===== src/rtl/pipe_ctrl.sv =====
// pipe_ctrl: merges stage stall requests, sequences multi-cycle EX ops, registers flushes, tracks stall statistics
module pipe_ctrl #(
  parameter int TIMEOUT_W = 10
) (
  input  logic        clk,
  input  logic        rst,
  input  logic        stallreq_if,
  input  logic        stallreq_id,
  input  logic        stallreq_ex,
  input  logic        stallreq_mem,
  input  logic        ex_mc_start,
  input  logic [5:0]  ex_mc_len,
  input  logic        flush_req,
  input  logic [31:0] flush_pc,
  output logic [5:0]  stall,
  output logic        flush,
  output logic [31:0] new_pc,
  output logic        ex_mc_done,
  output logic        busy,
  output logic [31:0] stall_cycles,
  output logic        timeout
);
  typedef enum logic [1:0] {RUN, MC_WAIT, FLUSH} state_t;
  localparam logic [5:0] EX_HOLD = 6'b001111;
  localparam logic [TIMEOUT_W-1:0] WD_MAX = '1;
  localparam logic [TIMEOUT_W-1:0] WD_TRIP = {{(TIMEOUT_W-1){1'b1}}, 1'b0};
  state_t state_q, state_d;
  logic [5:0] cnt_q, cnt_d, base, mc_len;
  logic [31:0] pc_q, pc_d, sc_q;
  logic flush_q, timeout_q;
  logic [TIMEOUT_W-1:0] wd_q;
  // Highest requesting stage holds itself and everything upstream
  always_comb begin
    base = stallreq_mem ? 6'b011111 : stallreq_ex ? 6'b001111 :
           stallreq_id  ? 6'b000111 : stallreq_if ? 6'b000011 : 6'b000000;
    mc_len = (ex_mc_len == 6'd0) ? 6'd1 : ex_mc_len;
  end
  // Next state, op counter, redirect latch and combinational stall/done
  always_comb begin
    state_d = state_q;
    cnt_d = cnt_q;
    pc_d = pc_q;
    stall = base;
    ex_mc_done = 1'b0;
    if (flush_req) begin
      state_d = FLUSH;
      pc_d = flush_pc;
      cnt_d = 6'd0;
    end
    case (state_q)
      RUN: if (!flush_req && ex_mc_start) begin
        stall = base | EX_HOLD;
        cnt_d = mc_len;
        state_d = MC_WAIT;
      end
      MC_WAIT: if (cnt_q != 6'd1) begin
        stall = base | EX_HOLD;
        if (!flush_req) cnt_d = cnt_q - 6'd1;
      end else begin
        ex_mc_done = !flush_req;
        if (!flush_req && !stallreq_mem) begin
          state_d = RUN;
          cnt_d = 6'd0;
        end
      end
      FLUSH: begin
        stall = 6'b000000;
        if (!flush_req) state_d = RUN;
      end
      default: state_d = RUN;
    endcase
  end
  // State, redirect, stall statistics and sticky watchdog
  always_ff @(posedge clk) begin
    if (rst) begin
      state_q <= RUN;
      cnt_q <= 6'd0;
      pc_q <= 32'd0;
      flush_q <= 1'b0;
      sc_q <= 32'd0;
      wd_q <= '0;
      timeout_q <= 1'b0;
    end else begin
      state_q <= state_d;
      cnt_q <= cnt_d;
      pc_q <= pc_d;
      flush_q <= flush_req;
      sc_q <= sc_q + {31'd0, |stall};
      wd_q <= !(|stall) ? '0 : (wd_q == WD_MAX) ? wd_q : wd_q + 1'b1;
      timeout_q <= timeout_q | ((|stall) && wd_q == WD_TRIP);
    end
  end
  assign flush = flush_q;
  assign new_pc = pc_q;
  assign busy = state_q != RUN;
  assign stall_cycles = sc_q;
  assign timeout = timeout_q;
endmodule


===== config.mk =====
export PLATFORM = sky130hd
export DESIGN_NAME = pipe_ctrl
export DESIGN_NICKNAME = d
export VERILOG_FILES = /design/src/rtl/pipe_ctrl.sv
export SDC_FILE = /design/constraint.sdc
export NUM_CORES = 1
export LEC_CHECK = 0
export CAP_MARGIN = 20
export CORE_ASPECT_RATIO = 0.5
export CORE_MARGIN = 2
export CORE_UTILIZATION = 46
export CTS_CLUSTER_DIAMETER = 200
export DETAILED_ROUTE_END_ITERATION = 8
export PLACE_DENSITY = 0.85
export REMOVE_ABC_BUFFERS = 1
export SLEW_MARGIN = 30
export SYNTH_ARGS = -nofsm -noshare
export SYNTH_HDL_FRONTEND = slang
export SYNTH_SLANG_ARGS = --single-unit

===== constraint.sdc =====
create_clock -name clk -period 3.4 [get_ports clk]
set_input_delay 0.68 -clock clk [delete_from_list [all_inputs] [get_ports clk]]
set_output_delay 0.68 -clock clk [all_outputs]
set_load 0.02 [all_outputs]

# After elaboration in Yosys (flattened, before gate mapping)
# Index checks and enable logic that the tools add are counted.
# word_totals
regBits	84
input_bits	46
out_inout_bits	74
wordCells	49
# classes
n_addsub	3
eq_ne	5
n_mux	22
n_bitwise	2
n_reduce_logical	10
# op_table
cell	n
$mux 6	6
$add 32x1->32	1
$eq 10x10->1 const B	2
$pmux 5 s3	1
$mux 2	6
$mux 4	3
$pmux 6 s2	1
$add 10x1->10 const B	1
$logic_not 6->1	1
$ne 6x1->1 const B	1
$pmux 2 s3	1
$reduce_or 6->1	1
$sub 6x1->6 const B	1
$mux 5	1
$logic_and 1x1->1	3
$mux 3	1
$eq 2x1->1 const B	1
$eq 2x2->1 const B	1
$logic_not 1->1	2
$logic_not 2->1	1
$mux 1	2
$reduce_bool 2->1	1
$reduce_or 2->1	1
$not 1->1	1
$or 1x1->1	1

# Depth between registers and ports, before layout
# Gate-level depths: netlist of the first run.
# depth
depth_word	9
depth_mapped	12
mapped_depth_nobuf	11

# Least setup slack after synthesis of the first run
# OpenSTA, ideal clock, no wires.
# synth_timing
kind	input port to flip-flop
start	input flush_req
end	register sc_q[30] (netlist: stall_cycles[30])
setup_ns	0.070
t_arrival_ns	2.768
t_required_ns	3.330
path_slack_ns	0.562
stages	10
n_path_buf	1
cell_sequence	nand2b_1 -> o21ai_1 -> o21a_1 -> ha_1 -> ha_1 -> and4_1 -> nand3_1 -> clkbuf_1 -> or4_1 -> a21oi_1
# synth_via
elab_chain_len	6
# synth_lines
item	line_no	source
start, declared	13	input logic flush_req,
$logic_not 1->1	--	
$logic_and 1x1->1	51	RUN: if (!flush_req && ex_mc_start) begin
$mux 4	51	
$pmux 5 s3	50	case (state_q)
$reduce_or 6->1	88	sc_q <= sc_q + {31'd0, |stall};
$add 32x1->32	88	
end signal, assigned	88	
end, declared	29	logic [31:0] pc_q, pc_d, sc_q;
# Every way passes these cells.
# A chain may end at the register's enable or synchronous reset.

# Worst setup path in the final report of the first run
# layout_timing
start	input stallreq_id
end	output stall[1]
# layout_via
elab_chain_len	5
word_cells_on_any_way	6
cone_classes	6 x mux
# layout_lines
item	line_no	source
start, declared	8	input logic stallreq_id,
$mux 3 *	35	stallreq_id ? 6'b000111 : stallreq_if ? 6'b000011 : 6'b000000;
$mux 4 *	34	base = stallreq_mem ? 6'b011111 : stallreq_ex ? 6'b001111 :
$mux 5 *	34	
$mux 4 (on tied branches)	56, 51	
$pmux 5 s3 *	50	
end, declared	15	output logic [5:0] stall,
# Every way passes the cells marked *; elsewhere a longest branch is shown, timed or not.

==> summary.md, run 1 <==
| Metric | Value |
|---|---|
| WP depth | 6 |
| FILL cells | 678 |
| CP Class | in2out |
| Slew Limit Fails | 0 |
| Initial antenna violation count | 0 |
| Core box area | 0.007971 mm² |
| Post-DP HPWL | 6364 µm |
| Via Count | 3488 |
| Antenna Cells | 0 |
| Fin worst setup slack | 0.1940 ns |
| CP cell instances | clkdlybuf4s50_1 > nor4_1 > o21ai_1 > buf_4 > o21a_1 > clkdlybuf4s50_1 |
| Root Driver | clkbuf_16 |
| Delay-heaviest family, CP | buffers and inverters |
| RSZ-0062 raised after global routing | false |
| Post-synth EDFFs | 0 |
| Hold Vio Cnt, Final | 0 |
| Cell Rows | 23 |
| Reg clk slew, reported paths | 0.06 ns |
| Synth top area share | 44.52% |
| Asr flop ratio synth | 0% |
| Drt drc | 0 |
| Tmin final | 3.206 ns |
| Effective utilization at floorplan | 47.39% |
| CTS Hold Bufs | 0 |
| Flops & latches, synth | 84 |
| Fin nets | 589 |
| Number of global-route vias before repair | 3232 |
| Die area | 0.008996 mm² |
| Slowest CP cell | clkdlybuf4s50_1 |
| Final setup viols | 0 |
| CTS tree | built |
| Sequential-to-total area share from yosys stat | 44.52% |
| Top-count cell post-synth | dfxtp_1 |
| WL final | 9017 µm |
| Largest net degree at the start of global routing | 38 |
| Crit path buffers/inverters | 3 |
| Netlist Area Pre-Place | 0.003777 mm² |
| Worst setup EP type | output port |
| Port buffer count | 118 |
| Clock Path Buffers | 2 |
| CP most frequent cell | clkdlybuf4s50_1 |
| Gr ovfl total | 0 |
| Worst slack at placement | -0.1202 ns |
| Synth warn | 0 |
| Synth unique cells | 52 |
| Share of layout cells above drive strength 1 | 6.458% |
| Placer Congestion | 0.8987 |
| IO Count | 120 |
| Die width | 132.2 µm |
| Max-cap violations | 0 |
| Worst slew margin | 61.13% |
| Final ANT Viol Nets | 0 |
| Max frequency | 311.9 MHz |
| H-Tree Level Count | 3 |
| Pleak | 0.001974 µW |
| P per Cell Area | 420.2 mW/mm² |
| Placed inst area | 0.005061 mm² |
| Worst hold-check path type | reg2reg |
| Worst Path Max Fanout | 3 |
| Crit path largest cell delay | 0.55 ns |
| CTS Sinks | 84 |
| Worst EP arrival | 2.53 ns |
| Mapped Cells | 420 |
| Worst hold path depth | 1 |
| Initial DRC count | 173 |
| DR vias/cell | 5.333 |
| Worst-Margin Slew | 0.5830 ns |
| Clock latency on the worst-skew pair | 0.33 ns |
| Die H | 68.08 µm |
| CP Launch Type | primary input |
| TritonRoute pass-1 iters | 4 |
| Most instantiated cells after synthesis | dfxtp_1 (84), nor2_1 (61), mux2i_1 (33), a21oi_1 (28) |
| First-pass GRT wire length | 14920 µm |
| Routed len/inst | 13.79 µm |
| Status | finished clean |
| CTS buffer count | 9 |
| Design area | 0.005359 mm² |
| Total chip power | 2252 µW |
| Reg2reg path depth | 11 |
| Yosys top cell by area | dfxtp_1 |
| Setup Skew | 0.007254 ns |
| Worst path required time | 2.72 ns |
| Syn Area/Cell | 8.994 µm² |
| Total GRT Usage | 20.43% |
| Top cells by area, synth | dfxtp_1 (45%), mux2i_1 (8.7%), nor2_1 (6.1%), a21oi_1 (3.7%), or4_1 (2.8%) |
| Peak supply drop | 276.1 µV |
| Top_reg_cell synth | dfxtp_1 |
| Final period util | 94.30% |
| Area growth, synth to finish | 41.87% |
## worst register-to-register path: cells and delay by family, from the launching register on
| kind | cells | cell delay (ns) |
|---|---|---|
| flip-flops | 1 | 0.37 |
| adder cells (fa/ha/maj) | 3 | 0.58 |
| buffers and inverters | 1 | 0.08 |
| AND/OR/NAND/NOR | 4 | 1.28 |
| AO/OA/AOI/OAI | 3 | 0.65 |
## cells in the final DEF, fill, tap and decap left out, types with 3 or more instances in the layout
cell type	synthesis	routed
a221oi_1	3	3
o21a_1	3	3
o21ai_0	14	14
nor2b_1	5	5
nor2_1	61	61
or2_2	4	4
ha_1	6	6
nor4_1	5	5
dfxtp_1	84	84
xnor2_1	4	4
or4_1	14	14
nand4_1	9	9
and4_1	8	8
a21oi_1	28	28
a21boi_0	3	3
buf_4	2	9
a211oi_1	4	3
nand3_1	11	10
mux2i_1	33	33
or3_1	8	8
clkbuf_16	0	9
nand2_1	17	17
clkdlybuf4s50_1	0	116
xor2_1	11	11
nor3_1	4	4
o31ai_1	12	12
inv_1	17	17
## registers in the layout, summed over array words and instances, names as in the netlist
name          flops
flush             1
stall_cycles     32
wd_q             10
state_q           2
new_pc           32
timeout           1
cnt_q             6
## area by class of cell
| class | count | area (µm²) | share of cell area [%] |
|---|---|---|---|
| well taps | 112 | 140.1 | 2.615 |
| inverters | 17 | 63.81 | 1.191 |
| clock buffers | 13 | 260.3 | 4.856 |
| clock inverters | 3 | 21.27 | 0.3969 |
| repair buffers | 127 | 1239 | 23.11 |
| flip-flops and latches | 84 | 1682 | 31.38 |
| multi-input cells | 298 | 1953 | 36.45 |
## power breakdown
| part | leakage, µW | total, µW | switching, µW | internal [µW] |
|---|---|---|---|---|
| Combinational | 0.00115 | 298 | 144 | 155 |
| Clock | 0.000136 | 909 | 374 | 535 |
| Sequential | 0.000685 | 1040 | 25.2 | 1020 |
| Total | 0.00197 | 2250 | 543 | 1710 |
## cells by family (layout without fill, tap and decap cells)
family	after synthesis	after routing	synth area share [%]
AND/OR/NAND/NOR	155	155	21.50
AO/OA/AOI/OAI	88	88	15.47
flip-flops	84	84	44.52
buffers and inverters	38	160	4.206
multiplexers	33	33	8.745
XOR/XNOR	15	15	3.478
adder cells (fa/ha/maj)	6	6	1.987
other	1	1	0.09928
## what timing repair did
| item | CTS | global route |
|---|---|---|
| setup buffers | 0 | 0 |
| endpoints found under the setup margin | 0 | 8 |
| gates resized for setup | 0 | 3 |
## metal layers
layer,vias to the layer above,GRT usage [%],part of all wire (%)
li1,1758,-,-
met4,0,7.201,1.1
met1,1641,24.67,45
met3,10,5.333,4.6
met5,-,0,0
met2,79,36.33,49
## stage by stage
step / setup TNS, ns / hold WS [ns] / instances / util (%)
after floorplan: 0 / 0.4938 / 399 / -
after global placement: 0 / 0.4589 / 638 / 63.49
after detailed placement: -0.4137 / 0.4571 / 638 / 63.49
after CTS: 0 / 0.4711 / 654 / 67.02
after global routing: 0 / 0.4884 / 654 / 67.23
final: 0 / 0.4674 / 654 / 67.23
## worst paths after layout
kind | slack (ns) | end | startpoint
worst min register to register | 0.47 | timeout | timeout
worst max register to register | 0.38 | stall_cycles[26] | cnt_q[1]
worst max-delay path | 0.19 | stall[1] | stallreq_id
worst min-delay path | 0.47 | timeout | timeout
Note: power is estimated with default switching activity, not from simulation.
==> run 2: changes to the inputs <==
--- a/config.mk
+++ b/config.mk
@@ -5,13 +5,14 @@
 export SDC_FILE = /design/constraint.sdc
 export NUM_CORES = 1
 export LEC_CHECK = 0
+export ABC_AREA = 1
 export CAP_MARGIN = 20
 export CORE_ASPECT_RATIO = 0.5
 export CORE_MARGIN = 2
-export CORE_UTILIZATION = 46
+export CORE_UTILIZATION = 48
 export CTS_CLUSTER_DIAMETER = 200
 export DETAILED_ROUTE_END_ITERATION = 8
-export PLACE_DENSITY = 0.85
+export PLACE_DENSITY = 0.87
 export REMOVE_ABC_BUFFERS = 1
 export SLEW_MARGIN = 30
 export SYNTH_ARGS = -nofsm -noshare
==> run 2 against run 1 <==
  * Register-to-register slack better by 0.67 ns
  * Sequential power hardly changed
  * First-iteration DRC count grew 72%
  * Synthesized area increased by 11%
  * Final cell count is 31% higher
  * Highest routed layer unchanged
==> summary.md, run 2 <==
| Metric | Value |
|---|---|
| Status | finished clean (unchanged) |
| DR vias/cell | 5.106 (was 5.333) |
| Mapped Cells | 624 (was 420) |
| Top cells by area, synth | dfxtp_1 (40%), nor2_1 (12%), nand2_1 (12%), o21ai_0 (5.4%), inv_1 (4.9%) (was dfxtp_1 (45%), mux2i_1 (8.7%), nor2_1 (6.1%), a21oi_1 (3.7%), or4_1 (2.8%)) |
| R2r setup slk | 1.05 ns (was 0.38 ns) |
| Switch Pwr | 585.6 µW (was 543.0 µW) |
| Initial DRC count | 297 (was 173) |
| Reg2reg path depth | 14 (was 11) |
| Initial antenna violation count | 0 (unchanged) |
| Fin nets | 792 (was 589) |
| FF-to-FF End | stall_cycles[24] (was stall_cycles[26]) |
| Max frequency | 328.9 MHz (was 311.9 MHz) |
| Worst R2R Start | cnt_q[1] (unchanged) |
| Post-synth EDFFs | 0 (unchanged) |
| IO Count | 120 (unchanged) |
| P per Cell Area | 411.6 mW/mm² (was 420.2 mW/mm²) |
| Worst setup EP type | output port (unchanged) |
| Area of the multi-input gates | 0.002150 mm² (was 0.001953 mm²) |
| Hold path startpoint | wd_q[9] (was timeout) |
| CTS Sinks | 84 (unchanged) |
| Worst EP arrival | 2.36 ns (was 2.53 ns) |
| Clock latency on the worst-skew pair | 0.34 ns (was 0.33 ns) |
| CP Launch Type | primary input (unchanged) |
| Share of layout cells above drive strength 1 | 7.392% (was 6.458%) |
| Max-cap violations | 0 (unchanged) |
| Most instantiated cells after synthesis | nor2_1 (137), nand2_1 (131), dfxtp_1 (84), inv_1 (55), o21ai_0 (45) (was dfxtp_1 (84), nor2_1 (61), mux2i_1 (33), a21oi_1 (28)) |
| CTS buffer count | 9 (unchanged) |
| Clock Path Buffers | 2 (unchanged) |
| Setup Skew | 0.006580 ns (was 0.007254 ns) |
| Commonest non-fill, non-tap cell in the layout | nor2_1 (was clkdlybuf4s50_1) |
| H-Tree Level Count | 3 (unchanged) |
| Yosys top cell by area | dfxtp_1 (unchanged) |
| Die width | 135.9 µm (was 132.2 µm) |
| Fin worst setup slack | 0.3598 ns (was 0.1940 ns) |
| Clock group share of total power | 40.5% (was 40.4%) |
| Netlist Area Pre-Place | 0.004175 mm² (was 0.003777 mm²) |
| Port buffer count | 118 (unchanged) |
| First-pass GRT wire length | 18910 µm (was 14920 µm) |
| Worst slack at placement | 0.3769 ns (was -0.1202 ns) |
| CP Class | in2out (unchanged) |
| Fin cells | 856 (was 654) |
| Die H | 69.95 µm (was 68.08 µm) |
| Top_reg_cell synth | dfxtp_1 (unchanged) |
| WL final | 11170 µm (was 9017 µm) |
| FILL cells | 696 (was 678) |
| Critical Path Source | ex_mc_start (was stallreq_id) |
| Combinational share of power | 14.7% (was 13.2%) |
| Effective utilization at floorplan | 50.73% (was 47.39%) |
| TritonRoute pass-1 iters | 5 (was 4) |
| Post-DP HPWL | 8247 µm (was 6364 µm) |
| Hold Vio Cnt, Final | 0 (unchanged) |
| Total GRT Usage | 24.58% (was 20.43%) |
| Worst Path Max Fanout | 8 (was 3) |
| CTS tree | built (unchanged) |
| CTS Hold Bufs | 0 (unchanged) |
| Die area | 0.009506 mm² (was 0.008996 mm²) |
| Antenna Cells | 0 (unchanged) |
| Pleak | 0.002090 µW (was 0.001974 µW) |
| Sequential-to-total area share from yosys stat | 40.28% (was 44.52%) |
| Number of global-route vias before repair | 4245 (was 3232) |
| Top-count cell post-synth | nor2_1 (was dfxtp_1) |
| Area growth, synth to finish | 37.16% (was 41.87%) |
| Synth unique cells | 32 (was 52) |
| Most frequent cells in the layout | nor2_1 (137), nand2_1 (131), clkdlybuf4s50_1 (118), dfxtp_1 (84), inv_1 (55) (was clkdlybuf4s50_1 (116), dfxtp_1 (84), nor2_1 (61), mux2i_1 (33), a21oi_1 (28)) |
| Routed len/inst | 13.05 µm (was 13.79 µm) |
| Worst hold path depth | 2 (was 1) |
| Largest net degree at the start of global routing | 45 (was 38) |
| Sw Ratio | 24.84% (was 24.11%) |
| Worst hold-check path type | reg2reg (unchanged) |
| CTS resizes | 0 (unchanged) |
| Synth warn | 0 (unchanged) |
| Total chip power | 2357 µW (was 2252 µW) |
| Storage element area | 0.001682 mm² (unchanged) |
| Power share of the sequential group | 44.8% (was 46.4%) |
| Worst path required time | 2.72 ns (about the same) |
| RSZ-0062 raised after global routing | false (unchanged) |
| Via Count | 4371 (was 3488) |
| Worst hold endpoint | wd_q[9] (was timeout) |
| Tmin final | 3.040 ns (was 3.206 ns) |
| Placer Congestion | 0.9739 (was 0.8987) |
| Core box area | 0.008230 mm² (was 0.007971 mm²) |
| Peak supply drop | 283.9 µV (was 276.1 µV) |
| Internal Power | 1772 µW (was 1709 µW) |
| Final period util | 89.42% (was 94.30%) |
| Final ANT Viol Nets | 0 (unchanged) |
| Syn Area/Cell | 6.691 µm² (was 8.994 µm²) |
| Reg clk slew, reported paths | 0.06 ns (about the same) |
| Cell Rows | 23 (unchanged) |
| Synth top area share | 40.28% (was 44.52%) |
| Final setup viols | 0 (unchanged) |
| Slew Limit Fails | 0 (unchanged) |
| Setup repair bufs after CTS | 0 (unchanged) |
| Root Driver | clkbuf_16 (unchanged) |
| Setup_tns | 0 ns (unchanged) |
| Placed cells | 841 (was 638) |
| Flops & latches, synth | 84 (unchanged) |
| Gr ovfl total | 0 (unchanged) |
| Drt drc | 0 (unchanged) |
| Asr flop ratio synth | 0% (unchanged) |
==> run 2: changes by cell type in the layout (fill, tap and decap cells not counted), sizes merged, moves of 8 or more <==
cell	change
o31ai	-11
nand3	+32
or4	-14
inv	+47
and4	-8
nand2	+121
mux2i	-33
or3	-8
nor2	+90
a21oi	+8
o21ai	+33
==> run 2: through the flow <==
stage / instance area, µm² / hold WS [ns] / utilization (%)
floorplan: 4075 / 0.4617 / -
global placement: 5441 / 0.4569 / 66.11
detailed placement: 5441 / 0.4770 / 66.11
CTS: 5727 / 0.4914 / 69.58
global route: 5727 / 0.5205 / 69.58
finish: 5727 / 0.4880 / 69.58
==> run 2: how the worst max path moves through the flow <==
stage / end / slack, ns
after CTS: stall[2] / 0.37
after detailed placement: stall[2] / 0.38
after global routing: stall[2] / 0.27
after floorplan: stall_cycles[16] / 0.78
after global placement: stall[2] / 0.41
final: stall[2] / 0.36
==> run 2: area by class of cell <==
type                    count  share of cell area (%)
multi-input cells         456                   37.54
repair buffers            124                   21.41
inverters                  65                   4.260
well taps                 112                   2.447
clock buffers              13                   4.370
clock inverters             2                  0.6118
flip-flops and latches     84                   29.36
==> run 2: power groups by stage <==
| stage | registers [µW] | logic, µW | clock network (µW) |
|---|---|---|---|
| after CTS | 1060 | 348 | 970 |
| after global routing | 1060 | 379 | 1010 |
| final | 1060 | 346 | 955 |
| after detailed placement | 1080 | 346 | 0 |
| after global placement | 1070 | 339 | 0 |
| after floorplan | 1110 | 130 | 0 |
==> run 2: kinds of logic after synthesis <==
kind of cell / after synthesis / share of synthesized area (%)
other: 1 / 0.08981
DFF: 84 / 40.28
adders and majority gates: 6 / 1.798
AOI/OAI and AO/OA: 90 / 11.63
and+or+nand+nor: 349 / 35.87
xor gates and xnor gates: 10 / 2.098
buffers and inverters: 84 / 8.241
==> run 2: routing by layer <==
metal	part of all wire (%)	GRT usage [%]	vias up
met5	0	0	-
met4	1.8	9.606	0
met3	6.4	7.916	19
met2	48	42.14	126
met1	43	28.60	2014
li1	-	-	2212
==> run 2: critical path, stage by stage <==
cell and delay [ns]:
clkdlybuf4s50_1 0.57, nand2_4 0.11, inv_2 0.08, nand2_2 0.08
a41oi_1 0.20, clkdlybuf4s50_1 0.63
==> run 3: changes to the inputs <==
==> constraint.sdc (replaced) <==
create_clock -name clk -period 3.4 [get_ports clk]
set_input_delay 0.68 -clock clk [delete_from_list [all_inputs] [get_ports clk]]
set_output_delay 0.68 -clock clk [all_outputs]
set_load 0.1 [all_outputs]
==> run 3 against run 2 <==
  * Register-to-register slack got worse by 0.10 ns
  * Clock-buffer cell count fell by 2
  * Routed wire length rose by 0.13%
  * Flip-flop and latch count did not move
  * Sequential share of layout area rose by 0.35 points
  * Via count fell by 0.62%
  * Design area fell by 1.2%
  * Final cell count fell by 0.35%
  * Critical path depth did not move
==> summary.md, run 3 (synthesis gave the netlist of run 2 again) <==
| Metric | Value |
|---|---|
| Status | finished clean (unchanged) |
| Number of global-route vias before repair | 3961 (was 4245) |
| Initial DRC count | 289 (was 297) |
| Final ANT Viol Nets | 0 (unchanged) |
| FF-to-FF End | stall_cycles[16] (was stall_cycles[24]) |
| Final period util | 80.14% (was 89.42%) |
| Most frequent cells in the layout | nor2_1 (137), nand2_1 (131), dfxtp_1 (84), clkdlybuf4s50_1 (77), inv_1 (55) (was nor2_1 (137), nand2_1 (131), clkdlybuf4s50_1 (118), dfxtp_1 (84), inv_1 (55)) |
| Root Driver | clkbuf_16 (unchanged) |
| DR vias/cell | 5.093 (was 5.106) |
| Reg2reg path depth | 12 (was 14) |
| Drt drc | 0 (unchanged) |
| Clock latency on the worst-skew pair | 0.34 ns (about the same) |
| Worst setup EP type | output port (unchanged) |
| Worst Path Max Fanout | 8 (unchanged) |
| IO Count | 120 (unchanged) |
| Die area | 0.009506 mm² (unchanged) |
| Final setup viols | 0 (unchanged) |
| Effective utilization at floorplan | 50.73% (unchanged) |
| Via Count | 4344 (was 4371) |
| Worst EP arrival | 2.04 ns (was 2.36 ns) |
| Worst path required time | 2.72 ns (about the same) |
| CP cell instances | clkdlybuf4s50_1 > nand2_4 > inv_2 > nand2_2 > a41oi_1 > buf_12 (was clkdlybuf4s50_1 > nand2_4 > inv_2 > nand2_2 > a41oi_1 > clkdlybuf4s50_1) |
| Routed len/inst | 13.11 µm (was 13.05 µm) |
| Setup repair bufs after CTS | 0 (unchanged) |
| Largest net degree at the start of global routing | 45 (unchanged) |
| CTS Hold Bufs | 0 (unchanged) |
| Slew Limit Fails | 0 (unchanged) |
| First-pass GRT wire length | 18480 µm (was 18910 µm) |
| CTS buffer count | 9 (unchanged) |
| Max frequency | 367.0 MHz (was 328.9 MHz) |
| Slowest CP cell | clkdlybuf4s50_1 (unchanged) |
| WL final | 11180 µm (was 11170 µm) |
| Fin worst setup slack | 0.6752 ns (was 0.3598 ns) |
| Share of layout cells above drive strength 1 | 12.69% (was 7.392%) |
| Cell Rows | 23 (unchanged) |
| Clock Path Buffers | 2 (unchanged) |
| Reg clk slew, reported paths | 0.06 ns (about the same) |
| TritonRoute pass-1 iters | 5 (unchanged) |
| Worst hold-check path type | reg2reg (unchanged) |
| Fin cells | 853 (was 856) |
| Crit path largest cell delay | 0.56 ns (was 0.63 ns) |
| Worst hold path depth | 2 (unchanged) |
| Peak supply drop | 339.9 µV (was 283.9 µV) |
| Setup Skew | 0.005842 ns (was 0.006580 ns) |
| Placed cells | 839 (was 841) |
| CTS Sinks | 84 (unchanged) |
| Pleak | 0.002174 µW (was 0.002090 µW) |
| P per Cell Area | 452.6 mW/mm² (was 411.6 mW/mm²) |
| Total GRT Usage | 24.30% (was 24.58%) |
| Placed inst area | 0.005386 mm² (was 0.005441 mm²) |
| Commonest non-fill, non-tap cell in the layout | nor2_1 (unchanged) |
| Core box area | 0.008230 mm² (unchanged) |
| RSZ-0062 raised after global routing | false (unchanged) |
| Hold Vio Cnt, Final | 0 (unchanged) |
| Design area | 0.005659 mm² (was 0.005727 mm²) |
| CP Class | in2out (unchanged) |
| Worst slack at placement | 0.3949 ns (was 0.3769 ns) |
| Initial antenna violation count | 0 (unchanged) |
| Worst hold endpoint | new_pc[2] (was wd_q[9]) |
| Max-cap violations | 0 (unchanged) |
| Worst R2R Start | cnt_q[1] (unchanged) |
| H-Tree Level Count | 3 (unchanged) |
| Die width | 135.9 µm (unchanged) |
| Hold path startpoint | new_pc[2] (was wd_q[9]) |
| Port buffer count | 118 (unchanged) |
| Tmin final | 2.725 ns (was 3.040 ns) |
| R2r setup slk | 0.95 ns (was 1.05 ns) |
| Fin nets | 790 (was 792) |
| CP Launch Type | primary input (unchanged) |
| Post-DP HPWL | 8121 µm (was 8247 µm) |
| Die H | 69.95 µm (unchanged) |
| Placer Congestion | 0.9302 (was 0.9739) |
| CTS tree | built (unchanged) |
| Antenna Cells | 0 (unchanged) |
| Area growth, synth to finish | 35.54% (was 37.16%) |
| Gr ovfl total | 0 (unchanged) |
| CTS resizes | 0 (unchanged) |
| Worst-Margin Slew | 0.9962 ns |
| Worst slew margin | 33.38% |
-- run 3: changes by cell type in the layout (fill, tap and decap cells not counted), sizes merged --
cell,previous run,this run
clkbuf,13,11
buf,6,45
clkdlybuf4s50,118,77
clkinv,2,3
-- run 3: layout make-up --
| class | count | area [µm²] |
|---|---|---|
| fill | 731 | 2571 |
| multi-input combinational | 456 | 2150 |
| sequential | 84 | 1682 |
| timing repair buffer | 122 | 1171 |
| inverter | 65 | 244.0 |
| clock buffer | 11 | 232.7 |
| tap | 112 | 140.1 |
| clock inverter | 3 | 40.04 |
-- run 3: per-layer routing --
layer  share of wire [%]  global-route usage (%)  wire, µm  up-vias
li1                    -                       -         -     2203
met4                 2.0                   8.449       221        0
met1                  43                   29.23      4776     1953
met3                 7.7                   7.262       864       23
met2                  48                   41.41      5322      165
met5                   0                       0         0        -
-- run 3: power by group --
part           internal [µW]  switching [µW]  total (µW)
sequential              1030            30.7        1060
clock                    558             364         922
combinational            166             417         583
-- run 3: per-stage QoR --
| stage | power, µW | util, % | TNS [ns] | hold slack (ns) |
|---|---|---|---|---|
| floorplan | 1471 | - | -0.3740 | 0.4617 |
| detailed placement | 1659 | 65.45 | 0 | 0.4827 |
| CTS | 2585 | 68.76 | 0 | 0.4992 |
| global route | 2659 | 68.76 | 0 | 0.5083 |
| global placement | 1650 | 65.45 | 0 | 0.4568 |
| finish | 2561 | 68.76 | 0 | 0.4979 |
-- run 3: worst max path at each step --
stage / startpoint / to / slack, ns
3_3_place_gp: ex_mc_start / stall_cycles[24] / 0.44
3_5_place_dp: stallreq_mem / stall_cycles[24] / 0.39
5_1_grt: ex_mc_start / stall_cycles[24] / 0.50
6_report: ex_mc_start / stall[2] / 0.68
4_1_cts: ex_mc_start / stall[2] / 0.68
2_1_floorplan: flush_req / stall[2] / -0.30
-- run 3: critical path: cells and delay by family --
family          cells  cell delay (ns)
buf+inv             3             0.86
compound gates      1             0.31
simple gates        2             0.19
